`src/rtl/tx_frame_mod.sv`:
```
// tx_frame_mod: transmit-side burst framer and QPSK mapper.
// A burst is preamble, a 16-bit length header, the payload bytes and
// trailing guard zeros. One QPSK symbol is emitted per DAC sample strobe.
module tx_frame_mod #(
  parameter int                 CLK_DIV   = 8,
  parameter int                 PRE_LEN   = 32,
  parameter int                 GUARD_LEN = 16,
  parameter logic signed [15:0] AMP       = 16'sd8192
) (
  input  logic        i_clk,
  input  logic        i_rst,
  input  logic [31:0] i_ctrl,
  input  logic [15:0] i_len,
  input  logic [7:0]  i_byte,
  input  logic        i_byte_vld,
  output logic        o_byte_rdy,
  output logic [15:0] o_toDAC_i,
  output logic [15:0] o_toDAC_q,
  output logic        o_toDAC_vld,
  output logic        o_busy,
  output logic        o_done,
  output logic        o_underflow
);

  localparam int DIV_W = (CLK_DIV > 1) ? $clog2(CLK_DIV) : 1;

  typedef enum logic [2:0] {
    S_IDLE,
    S_PRE,
    S_HDR,
    S_PAY,
    S_GUARD
  } state_t;

  state_t r_state;
  state_t w_stateNext;

  logic [DIV_W-1:0] r_divCnt;
  logic             w_strobe;

  logic             r_startPrev;
  logic             w_startAcc;

  logic [15:0]      r_len;
  logic [17:0]      r_symCnt;
  logic             w_payEnd;

  logic [7:0]       r_buf;
  logic             r_bufFull;
  logic [16:0]      r_fetchCnt;
  logic             w_xfer;

  logic [1:0]       w_hdrPair;
  logic [1:0]       w_payPair;

  logic [1:0]       w_pair;
  logic             w_zero;
  logic             w_cntClr;
  logic             w_cntInc;
  logic             w_consume;
  logic             w_underflowSet;
  logic             w_doneSet;

  logic [15:0]      r_dacI;
  logic [15:0]      r_dacQ;
  logic             r_dacVld;
  logic             r_done;
  logic             r_underflow;

  logic             w_unusedCtrl;

  // Control bits above start/enable are reserved and deliberately ignored.
  assign w_unusedCtrl = ^i_ctrl[31:2];

  assign w_strobe   = (r_divCnt == DIV_W'(CLK_DIV - 1));
  assign w_startAcc = i_ctrl[0] & ~r_startPrev & i_ctrl[1] & (r_state == S_IDLE);

  // Last payload symbol is index 4*len-1; PAY is only entered with len >= 1.
  assign w_payEnd = (r_symCnt == ({r_len, 2'b00} - 18'd1));

  // Header and payload are sent most-significant pair first.
  assign w_hdrPair = {r_len[{~r_symCnt[2:0], 1'b1}], r_len[{~r_symCnt[2:0], 1'b0}]};
  assign w_payPair = {r_buf[{~r_symCnt[1:0], 1'b1}], r_buf[{~r_symCnt[1:0], 1'b0}]};

  assign o_byte_rdy = ((r_state == S_HDR) || (r_state == S_PAY)) && !r_bufFull &&
                      (r_fetchCnt < {1'b0, r_len});
  assign w_xfer     = i_byte_vld & o_byte_rdy;

  assign o_busy      = (r_state != S_IDLE);
  assign o_done      = r_done;
  assign o_underflow = r_underflow;
  assign o_toDAC_i   = r_dacI;
  assign o_toDAC_q   = r_dacQ;
  assign o_toDAC_vld = r_dacVld;

  // Free-running sample strobe divider, independent of frame activity.
  always_ff @(posedge i_clk) begin
    if (i_rst) begin
      r_divCnt <= '0;
    end else if (w_strobe) begin
      r_divCnt <= '0;
    end else begin
      r_divCnt <= r_divCnt + 1'b1;
    end
  end

  // Previous start bit for rising-edge detection.
  always_ff @(posedge i_clk) begin
    if (i_rst) begin
      r_startPrev <= 1'b0;
    end else begin
      r_startPrev <= i_ctrl[0];
    end
  end

  // Frame state register.
  always_ff @(posedge i_clk) begin
    if (i_rst) begin
      r_state <= S_IDLE;
    end else begin
      r_state <= w_stateNext;
    end
  end

  // Next state, symbol selection and counter control; all changes happen on strobes except start.
  always_comb begin
    w_stateNext    = r_state;
    w_pair         = 2'b00;
    w_zero         = 1'b1;
    w_cntClr       = 1'b0;
    w_cntInc       = 1'b0;
    w_consume      = 1'b0;
    w_underflowSet = 1'b0;
    w_doneSet      = 1'b0;
    case (r_state)
      S_IDLE: begin
        if (w_startAcc) begin
          w_stateNext = S_PRE;
          w_cntClr    = 1'b1;
        end
      end
      S_PRE: begin
        if (w_strobe) begin
          w_zero = 1'b0;
          w_pair = r_symCnt[0] ? 2'b11 : 2'b00;
          if (r_symCnt == 18'(PRE_LEN - 1)) begin
            w_stateNext = S_HDR;
            w_cntClr    = 1'b1;
          end else begin
            w_cntInc = 1'b1;
          end
        end
      end
      S_HDR: begin
        if (w_strobe) begin
          w_zero = 1'b0;
          w_pair = w_hdrPair;
          if (r_symCnt[2:0] == 3'd7) begin
            w_stateNext = (r_len == 16'd0) ? S_GUARD : S_PAY;
            w_cntClr    = 1'b1;
          end else begin
            w_cntInc = 1'b1;
          end
        end
      end
      S_PAY: begin
        if (w_strobe) begin
          if (!r_bufFull) begin
            w_underflowSet = 1'b1;
            w_stateNext    = S_GUARD;
            w_cntClr       = 1'b1;
          end else begin
            w_zero = 1'b0;
            w_pair = w_payPair;
            if (r_symCnt[1:0] == 2'd3) begin
              w_consume = 1'b1;
            end
            if (w_payEnd) begin
              w_stateNext = S_GUARD;
              w_cntClr    = 1'b1;
            end else begin
              w_cntInc = 1'b1;
            end
          end
        end
      end
      S_GUARD: begin
        if (w_strobe) begin
          if (r_symCnt == 18'(GUARD_LEN - 1)) begin
            w_stateNext = S_IDLE;
            w_doneSet   = 1'b1;
            w_cntClr    = 1'b1;
          end else begin
            w_cntInc = 1'b1;
          end
        end
      end
      default: begin
        w_stateNext = S_IDLE;
      end
    endcase
  end

  // Shared symbol counter, reused by every section of the frame.
  always_ff @(posedge i_clk) begin
    if (i_rst) begin
      r_symCnt <= '0;
    end else if (w_cntClr) begin
      r_symCnt <= '0;
    end else if (w_cntInc) begin
      r_symCnt <= r_symCnt + 18'd1;
    end
  end

  // Payload length is captured once per frame at start.
  always_ff @(posedge i_clk) begin
    if (i_rst) begin
      r_len <= '0;
    end else if (w_startAcc) begin
      r_len <= i_len;
    end
  end

  // One-byte buffer; a new byte arriving wins over the emptying of the old one.
  always_ff @(posedge i_clk) begin
    if (i_rst) begin
      r_buf      <= '0;
      r_bufFull  <= 1'b0;
      r_fetchCnt <= '0;
    end else if (w_startAcc) begin
      r_bufFull  <= 1'b0;
      r_fetchCnt <= '0;
    end else if (w_xfer) begin
      r_buf      <= i_byte;
      r_bufFull  <= 1'b1;
      r_fetchCnt <= r_fetchCnt + 17'd1;
    end else if (w_consume) begin
      r_bufFull <= 1'b0;
    end
  end

  // DAC sample registers load on strobe together with the valid pulse.
  always_ff @(posedge i_clk) begin
    if (i_rst) begin
      r_dacI   <= '0;
      r_dacQ   <= '0;
      r_dacVld <= 1'b0;
      r_done   <= 1'b0;
    end else begin
      r_dacVld <= w_strobe;
      r_done   <= w_doneSet;
      if (w_strobe) begin
        r_dacI <= w_zero ? 16'sd0 : (w_pair[1] ? -AMP : AMP);
        r_dacQ <= w_zero ? 16'sd0 : (w_pair[0] ? -AMP : AMP);
      end
    end
  end

  // Sticky underflow flag, cleared by the next accepted start.
  always_ff @(posedge i_clk) begin
    if (i_rst) begin
      r_underflow <= 1'b0;
    end else if (w_startAcc) begin
      r_underflow <= 1'b0;
    end else if (w_underflowSet) begin
      r_underflow <= 1'b1;
    end
  end

endmodule

```
`config.mk`:
```
export PLATFORM = sky130hd
export DESIGN_NAME = tx_frame_mod
export DESIGN_NICKNAME = d
export VERILOG_FILES = /design/src/rtl/tx_frame_mod.sv
export SDC_FILE = /design/constraint.sdc
export NUM_CORES = 1
export LEC_CHECK = 0
export ABC_AREA = 1
export CORE_UTILIZATION = 55
export CTS_BUF_LIST = sky130_fd_sc_hd__clkbuf_8
export DETAILED_ROUTE_END_ITERATION = 7
export HOLD_SLACK_MARGIN = 0.08
export PLACE_DENSITY = 0.84
export SYNTH_ARGS = -nofsm -noshare
export SYNTH_HDL_FRONTEND = slang
export SYNTH_SLANG_ARGS = --single-unit
```
`constraint.sdc`:
```
create_clock -name i_clk -period 5.5 [get_ports i_clk]
set_clock_uncertainty 0.05 [all_clocks]
set_input_delay 0.55 -clock i_clk [delete_from_list [all_inputs] [get_ports i_clk]]
set_output_delay 0.55 -clock i_clk [all_outputs]
set_load 0.02 [all_outputs]
```
# Word-level counts from Yosys, hierarchy flattened
# Index checks and enable logic that the tools add are counted.
# classes
muxes,63
n_lt_le_gt_ge,5
n_bitwise,9
addsub,4
reduce_logical,15
n_div,0
eq_ne,19
n_mul,0
shifts,0
# ops
operator,count
$mux 16,4
$mux 1,34
$mux 3,11
$add 18x1->18 const B,1
$eq 18x18->1,1
$eq 18x4->1 const B,1
$eq 18x5->1 const B,1
$sub 18x1->18 const B,1
$add 17x1->17 const B,1
$lt 17x16->1,1
$logic_not 16->1,1
$pmux 3 s5,1
$ne 2x2->1 const B,7
$lt 4x5->1 const B,2
$mux 2,5
$reduce_or 2->1,5
$eq 3x3->1 const B,3
$reduce_and 9->1,1
$lt 3x4->1 const B,2
$bmux 1 s3,2
$eq 3x2->1 const B,2
$pmux 2 s3,1
$pmux 1 s5,1
$and 1x1->1,4
other kinds (18),22
# totals
in_bits,59
mem_bits_rw,0
mem_count,0
register_bits,102
wordCells,128
latch_bits,0
romBits,0
output_inout_bits,37

# Logic depth before layout (Yosys ltp)
# logic_depth
word_depth,8
ltp_mapped,19
mapped_depth_nobuf,18

# Least setup slack after synthesis
# No wires, ideal clock.
# synth_path
path_kind,register to register
start,register r_len[4]
end,register r_buf[0]
setup_time_ns,0.116
stages_incl_launch_ff,14
path_buffers,2
required_time_ns,5.334
slack_ns,2.837
synth_period_minus_slack_ns,2.663
t_arrival_ns,2.497
cell_sequence,dfxtp_1 -> inv_1 -> ha_1 -> a21o_1 -> o21ai_0 -> nand3_1 -> nand2_1 -> nand3_1 -> nor3_1 -> nand2_1 -> clkbuf_1 -> clkbuf_1 -> o21ai_0 -> nor2_1
# synth_between
elab_chain_cells,4
# synth_lines
item,line,text
start: declaration,44,logic [15:0] r_len;
start signal: assignment,220,r_len <= i_len;
$lt 17x16->1,86,"(r_fetchCnt < {1'b0, r_len});"
$logic_and 1x1->1,85,assign o_byte_rdy = ((r_state == S_HDR) || (r_state == S_PAY)) && !r_bufFull &&
via o_byte_rdy,16,"output logic o_byte_rdy,"
$and 1x1->1,87,assign w_xfer = i_byte_vld & o_byte_rdy;
$reduce_and 2->1 (no source line),n/a,
end signal: assignment,234,r_buf <= i_byte;
end: declaration,48,logic [7:0] r_buf;
# The timed path passes the listed nets, and every way through them passes these cells.
# A chain may end at the register's enable or synchronous reset.

# Worst setup path after layout
# layout_path
start,register r_len[4]
end,register r_fetchCnt[3]
# layout_between
elab_chain_cells,3
# layout_lines
item,line,text
$lt 17x16->1,86,
$logic_and 1x1->1,85,
$and 1x1->1,87,
end signal: assignment,236,r_fetchCnt <= r_fetchCnt + 17'd1;
end: declaration,50,logic [16:0] r_fetchCnt;
# No other way between the ends.

==> results_dict.tcl <==
set metrics [dict create \
    status "complete, but fails checks" \
    failed_checks "DRC" \
    synth_flop_cell "dfxtp_1" \
    critical_path_depth 12 \
    ant_nets 0 \
    synth_edf_count 0 \
    yosysTopAreaCell "dfxtp_1" \
    worst_ep_required_time_ns 5.73 \
    cts_tree "done" \
    die_area_sq_um 9590 \
    r2r_cells 12 \
    layout_commonest_cell "nand2_1" \
    nNetsFinal 859 \
    row_count 34 \
    place_hpwl_microns 9910 \
    ys_warn_count 0 \
    post-route-drc-count 2 \
    grt_pass1_vias 4477 \
    drt_iter0_drc 270 \
    crit_path_start_kind "register" \
    synth_cell_types 44 \
    die_w_microns 97.9 \
    power.leakage_uw 0.00225 \
    path_max_fanout 29 \
    drtPass1Iterations 7 \
    grt_pass1_wl_microns 21300 \
    yosysSeqAreaShare_pct 28.9 \
    power.total_uw 1250 \
    cts_root_buf "clkbuf_8" \
    cts_buffers 9 \
    yosys_register_bits 73 \
    start_util_pct 57.4 \
    end_kind "register" \
    grt_overflow 0 \
    fillCellCount 807 \
    syn_avg_cell_area_sq_um 6.70 \
    cts_sinks 73 \
    post_dp_cell_area_sq_um 5350 \
    worstPathArrival_ns 3.94 \
    r2r_slack_ns 1.79 \
    gp_congestion 0.979 \
    area_delta_synth_final_pct 9.32 \
    cts_hold_buf 0 \
    netlist_top_cells_area "dfxtp_1 (29%), nand2_1 (11%), a21oi_1 (6.8%)" \
    grtUsageTotal_pct 27.3 \
    die_height_microns 97.9 \
    core_area_sq_um 8810 \
    clkSlewWorstSetupHoldPaths_ns 0.09 \
    fin_crit_ns 3.71 \
    hold_path.class "register to register" \
    grt_max_degree 34 \
    finalHoldViolations 0 \
    maxSlewViolCount 0 \
    clk_latency_ns 0.35 \
    ir_worst_vdd_mv 0.129 \
    crit_slowest_cell "inv_1" \
    tns_ns 0 \
    antenna_found_initial 0 \
    htreeDepth 3 \
    wirelength_microns 12900 \
    crit_family "simple AND/OR/NAND/NOR gates" \
    ios 96 \
    synthArstFlopShare_pct 0 \
    power.density_nw_per_um2 226 \
    via_per_inst 5.55 \
    worst_pin_slew_ns 0.841 \
    clk_path_buf_depth 2 \
    cts_resized 0 \
    final_cell_mix "nand2_1 (146), nor2_1 (79), dfxtp_1 (73)" \
    path_cells "inv_1 -> ha_1 -> a21o_1 -> o21ai_0 -> nand3_1 -> nand2_1 -> nand3_1 -> nor3_1 -> nand2_1 -> inv_1 -> nand3_1 -> a21oi_1" \
    wl_per_cell_microns 14.5 \
    cts_setup_buffers 0 \
    drive_gt1_share_pct 8.56 \
    yosysTopAreaCellShare_pct 28.9 \
    drv_cap 0 \
    critical_path_buf_inv_count 2 \
    worstHoldPathCells 1 \
    cpPeakStageDelay_ns 0.75 \
    worst_slew_margin_rel_pct 43.8 \
    finalInstanceArea_sq_um 5530 \
    syn_area_sq_um 5060 \
    fmax_mhz 270 \
    path_common_cell "nand3_1" \
    num_vias 4942 \
    port_buffers 39 \
    setup_viol 0 \
    worst-setup-path-type "register to register" \
    syn_inst 755 \
    antenna_cells 0 \
    post-route-period-util_pct 67.4 \
    rsz0062_at_grt "no" \
]
## synthesized netlist by cell type, drive strengths merged, types with 7 or more instances
master  count
nand2     160
nor2       86
a21oi      80
inv        77
dfxtp      73
nand3      60
o21ai      49
buf        40
xor2       29
nor3       25
ha         22
clkbuf     13
nand4       9
nor4        8
xnor2       7
## cells by family (layout without fill, tap and decap cells)
group / Yosys count / in the layout / share of synthesized area (%)
compound gates: 139 / 139 / 15.4
simple gates: 354 / 354 / 31.6
other cells: 1 / 26 / 0.0741
fa+ha+maj: 22 / 22 / 5.44
flops: 73 / 73 / 28.9
buf+inv: 130 / 133 / 12.4
xor+xnor: 36 / 36 / 6.23
## final cells by class
class                   count  area (sq um)  share of cell area [%]
multi-input cells         577          3070                    55.4
flip-flops and latches     73          1460                    26.4
repair buffers             40           398                    7.19
inverters                  77           289                    5.23
well taps                 108           135                    2.44
clock buffers               9           124                    2.24
clock inverters             7          57.6                    1.04
## stage by stage
step	utilization, %	hold slack, ns	setup slack, ns	std cells
finish	62.8	0.381	1.79	891
global route	62.8	0.399	1.53	891
CTS	62.8	0.392	1.83	891
detailed placement	60.7	0.379	1.84	875
global placement	60.7	0.357	1.98	875
floorplan	-	0.349	2.84	780
## registers in the layout, indices dropped and copies added (netlist names), 2 cells and up
name / flops
r_len: 16
r_divCnt: 3
r_fetchCnt: 17
o_toDAC_i: 2
r_state: 3
r_symCnt: 18
r_buf: 8
## power by group
| part | total (uW) | internal, uW | switching [uW] |
|---|---|---|---|
| Combinational | 285 | 97.9 | 187 |
| Clock | 403 | 171 | 232 |
| Sequential | 564 | 544 | 19.7 |
## worst reg2reg max path: stages, from the launching register on
cell     delay [ns]
dfxtp_1        0.43
inv_1          0.19
ha_1           0.35
a21o_1         0.18
o21ai_0        0.18
nand3_1        0.10
nand2_1        0.08
nand3_1        0.09
nor3_1         0.29
nand2_1        0.58
inv_1          0.76
nand3_1        0.18
a21oi_1        0.19
## final timing paths
| check | from | end |
|---|---|---|
| max | r_len[4] | r_fetchCnt[3] |
| min | r_divCnt[0] | r_divCnt[0] |
| max reg2reg | r_len[4] | r_fetchCnt[3] |
| min reg2reg | r_divCnt[0] | r_divCnt[0] |
## layer usage
metal | vias to the layer above | share of wire, % | wire length (microns) | GRT usage [%]
met1 | 2279 | 46 | 5920 | 35.7
met3 | 29 | 4.9 | 636 | 3.87
li1 | 2478 | - | - | -
met5 | - | 0 | 0 | 0
met4 | 0 | 2.3 | 299 | 11.2
met2 | 156 | 47 | 6050 | 45.3
No activity file was read; power rests on OpenSTA's default activity.
